## src/rtl/comparator_pkg.sv

```systemverilog
// Shared result encoding for the registered magnitude comparator.
// Flags are one-hot {gt, eq, lt}; all-zero means no result yet.
package comparator_pkg;

  typedef logic [2:0] cmp_result_t;

  localparam cmp_result_t CMP_GT   = 3'b100;
  localparam cmp_result_t CMP_EQ   = 3'b010;
  localparam cmp_result_t CMP_LT   = 3'b001;
  localparam cmp_result_t CMP_NONE = 3'b000;

  localparam int CMP_GT_BIT = 2;
  localparam int CMP_EQ_BIT = 1;
  localparam int CMP_LT_BIT = 0;

endpackage

```

## src/rtl/comparator_core.sv

```systemverilog
// Combinational MSB-first compare cascade, WIDTH-generic.
// The first differing bit decides; in signed mode the MSB decision flips.
module comparator_core
  import comparator_pkg::*;
#(
  parameter int WIDTH  = 4,
  parameter bit SIGNED = 1'b0
) (
  input  logic [WIDTH-1:0] i_a,
  input  logic [WIDTH-1:0] i_b,
  output cmp_result_t      o_res
);

  logic w_found;

  always_comb begin
    o_res   = CMP_EQ;
    w_found = 1'b0;
    for (int i = WIDTH - 1; i >= 0; i--) begin
      if (!w_found && (i_a[i] != i_b[i])) begin
        w_found = 1'b1;
        // A set sign bit marks the smaller operand
        if (SIGNED && (i == WIDTH - 1))
          o_res = i_a[i] ? CMP_LT : CMP_GT;
        else
          o_res = i_a[i] ? CMP_GT : CMP_LT;
      end
    end
  end

endmodule

```

## src/rtl/comparator_4b_behavioral.sv

```systemverilog
// Registered magnitude comparator with a one-cycle valid pipeline.
// Flags hold their last result while in_valid is low.
module comparator_4b_behavioral
  import comparator_pkg::*;
#(
  parameter int WIDTH  = 4,
  parameter bit SIGNED = 1'b0
) (
  input  logic             clk,
  input  logic             rst_n,
  input  logic             in_valid,
  input  logic [WIDTH-1:0] A,
  input  logic [WIDTH-1:0] B,
  output logic             out_valid,
  output logic             A_great_B,
  output logic             A_equal_B,
  output logic             A_less_B
);

  cmp_result_t w_res;
  cmp_result_t r_res;
  logic        r_valid;

  comparator_core #(
    .WIDTH  (WIDTH),
    .SIGNED (SIGNED)
  ) u_core (
    .i_a   (A),
    .i_b   (B),
    .o_res (w_res)
  );

  always_ff @(posedge clk or negedge rst_n) begin
    if (!rst_n) begin
      r_valid <= 1'b0;
      r_res   <= CMP_NONE;
    end else begin
      r_valid <= in_valid;
      if (in_valid)
        r_res <= w_res;
    end
  end

  assign out_valid = r_valid;
  assign A_great_B = r_res[CMP_GT_BIT];
  assign A_equal_B = r_res[CMP_EQ_BIT];
  assign A_less_B  = r_res[CMP_LT_BIT];

endmodule

```

## config.mk

```make
export PLATFORM = sky130hd
export DESIGN_NAME = comparator_4b_behavioral
export DESIGN_NICKNAME = d
export VERILOG_FILES = /design/src/rtl/comparator_pkg.sv /design/src/rtl/comparator_core.sv /design/src/rtl/comparator_4b_behavioral.sv
export SDC_FILE = /design/constraint.sdc
export NUM_CORES = 1
export LEC_CHECK = 0
export CAP_MARGIN = 20
export CORE_AREA = 5 5 42 44
export DETAILED_ROUTE_END_ITERATION = 12
export DIE_AREA = 0 0 47 49
export PLACE_DENSITY = 0.64
export SYNTH_ARGS = -nofsm -noshare
export SYNTH_HDL_FRONTEND = slang
export SYNTH_HIERARCHICAL = 1
export SYNTH_SLANG_ARGS = --single-unit
export TNS_END_PERCENT = 1
```

## constraint.sdc

```tcl
create_clock -name clk -period 1.4 [get_ports clk]
set_input_delay 0.28 -clock clk [delete_from_list [all_inputs] [get_ports clk]]
set_output_delay 0.28 -clock clk [all_outputs]
set_load 0.01 [all_outputs]
```

==> reports/results.ini <==
[critical_path]
r2r_slack_ns = 0.62
slowest_delay_ns = 0.41
slowest_stage = or3b_4
cp.arrival_ns = 1.72
r2r_cells = 1
worstPathMaxFanout = 5
critPathRequiredTime_ns = 1.52
reg2reg_from = r_res[0]
critPathCaptureType = flop
reg2reg_to = r_res[0]
crit_chain = buf_8 > ha_4 > and2b_2 > o21ai_2 > or3b_4 > a21oi_2 > a21oi_1 > mux2_4
cp-start-kind = input port
critical_path.startpoint = B[3]
path_class = in2reg

[sta]
hold_viol_final = 0
slew_headroom_pct = 84.2
rsz0062_at_grt = yes
finalWorstPathRequiredPeriod_ns = 1.61
setup_slack_ns = -0.205
finalMaxSlewViolations = 0
period_share_pct = 115
setup_viol = 2
worst_pin_slew_ns = 0.237
fmax_mhz = 623
skew_ns = 0

[pwr]
p_sw_share_pct = 29.7
p_int_uw = 342
p_comb_share_pct = 40.5
power_density_mw_per_mm2 = 749
p_clk_share_pct = 31.5
power_switching_uw = 145
ir_worst_vdd_v = 0.000354
p_leak_uw = 0.000332
seqPwrFrac_pct = 28.0
p_total_uw = 486

[global_routing]
grt_pass1_vias = 374
track_usage_pct = 9.10
grt_max_degree = 6
antenna_found_initial = 0
grt_remaining_overflow = 0
grt_first_pass_wirelength_um = 1470

[logic_synthesis]
yosys_most_used_dff = dfrtp_1
yosysTopAreaCell = dfrtp_1
synth-seq-cells = 4
synth_common_cells = dfrtp_1 (4), a21oi_1 (3), inv_1 (3), mux2_2 (3), nor2_1 (3)
yosysUniqueCellTypes = 25
synth_area_um2 = 359
yosysSeqAreaShare_pct = 27.9
yosysMostFrequentCell = dfrtp_1
synth_top_area_share_pct = 27.9
synthCells = 39
synth_area_leaders = dfrtp_1 (28%), mux2_2 (9.4%), ha_1 (7.0%)
async_reset_ff_share_pct = 100
post_synth.cell_area_avg_um2 = 9.21
synth_edf_count = 0
synthesis.nets = 52
ys_warn_count = 6

[die]
rows = 14
core_area_mm2 = 0.00140
io-pin-count = 15
die_y_um = 49
start_util_pct = 25.6
chipWidth_um = 47
dieArea_mm2 = 0.00230

[routing]
wl_um = 980
vias = 374
detail-route-antenna-nets = 0
drt_iter0_markers = 2
via_per_inst = 4.68
drc = 0
firstDrtPassIters = 3
wl_per_cell_um = 12.3

[clock_tree]
clk_path_buf_depth = 2
cts_root_buf = clkbuf_4
cts_buffers = 3
clock_latency_ns = 0.24
tritoncts = done
h-tree-depth = 1
cts.sinks = 4
clkTransAtPathRegs_ns = 0.04

[cells_and_area]
final_nets = 79
instances_no_fill = 80
fin_util_pct = 46.3
insertedDiodeCount = 0
syn2layout_area_growth_pct = 80.8
drive_gt1_share_pct = 42.2

[hold_path]
min-delay-path-class = in2async

[placement]
dp_cells = 75
port_buffers = 14
dp_slack_ns = -0.899
routabilityCongestion = 0.713
dp_hpwl_um = 768

[outcome]
violations = setup timing
status = complete, but fails checks

[flow_run]
drv_cap = 0

through the flow:
step / TNS, ns / hold WS (ns) / instance area [µm²]
after floorplan: -0.352 / -0.0156 / 378
after global placement: -2.06 / 0.494 / 583
after detailed placement: -2.15 / 0.498 / 583
after CTS: -0.351 / 0.258 / 607
after global routing: -0.435 / 0.247 / 649
final: -0.343 / 0.255 / 649
sequential cells by signal, summed over array words and instances (netlist names):
| name | flops |
|---|---|
| out_valid | 1 |
| r_res | 3 |
worst max-delay path by stage:
stage | to | slack, ns | cells past startpoint
final | r_res[0] | -0.21 | 8
after global routing | r_res[0] | -0.22 | 8
after CTS | r_res[0] | -0.19 | 9
after detailed placement | r_res[0] | -0.90 | 9
after global placement | r_res[0] | -0.85 | 9
after floorplan | r_res[0] | -0.25 | 7
repair_timing:
item	CTS	global route
resized for setup	16	13
endpoints found under the setup margin	4	6
setup buffers	1	1
pin swaps	1	2
hold buffers	0	0
cell families after synthesis:
| kind of cell | Yosys count | share of synthesized area, % |
|---|---|---|
| buffers and inverters | 3 | 3.14 |
| xor gates and xnor gates | 2 | 4.88 |
| AOI/OAI and AO/OA | 10 | 20.2 |
| DFF | 4 | 27.9 |
| adders and majority gates | 2 | 6.97 |
| and+or+nand+nor | 15 | 27.5 |
| muxes | 3 | 9.41 |
power groups by stage:
stage / logic (µW) / registers (µW) / clock network (µW)
floorplan: 79.3 / 144 / 0
global placement: 181 / 137 / 0
detailed placement: 185 / 139 / 0
CTS: 180 / 137 / 156
global route: 210 / 137 / 171
finish: 197 / 136 / 153
final cells by class:
class / instances / area (µm²)
multi-input combinational: 32 / 282
clock buffer: 3 / 22.5
sequential: 4 / 100
timing repair buffer: 22 / 211
fill: 151 / 752
tap: 16 / 20.0
inverter: 3 / 13.8
layer usage:
metal,GRT usage (%),vias up,wire length (µm),share of wire [%]
met3,2.58,2,56,5.7
met5,0,-,0,0
li1,-,196,-,-
met1,9.93,166,431,44
met4,8.29,0,18,1.8
met2,13.3,10,474,48
layout by cell type, fill, tap and decap left out, types with 2 or more instances in the layout:
cell | netlist | layout
nor2b_1 | 2 | 2
clkdlybuf4s50_1 | 0 | 4
dlygate4sd2_1 | 0 | 5
nor2_1 | 3 | 3
clkbuf_4 | 0 | 3
a21oi_1 | 3 | 2
dfrtp_1 | 4 | 4
dlymetal6s2s_1 | 0 | 3
inv_1 | 3 | 2
mux2_2 | 3 | 2
buf_8 | 0 | 2
o21ai_2 | 1 | 2
buf_4 | 0 | 8
critical path: cells and delay by family:
| family | cells | cell delay, ns |
|---|---|---|
| multiplexers | 1 | 0.26 |
| AND/OR/NAND/NOR | 2 | 0.61 |
| buffers and inverters | 1 | 0.10 |
| adder cells (fa/ha/maj) | 1 | 0.25 |
| AO/OA/AOI/OAI | 3 | 0.23 |
No activity file was read; power rests on OpenSTA's default activity.
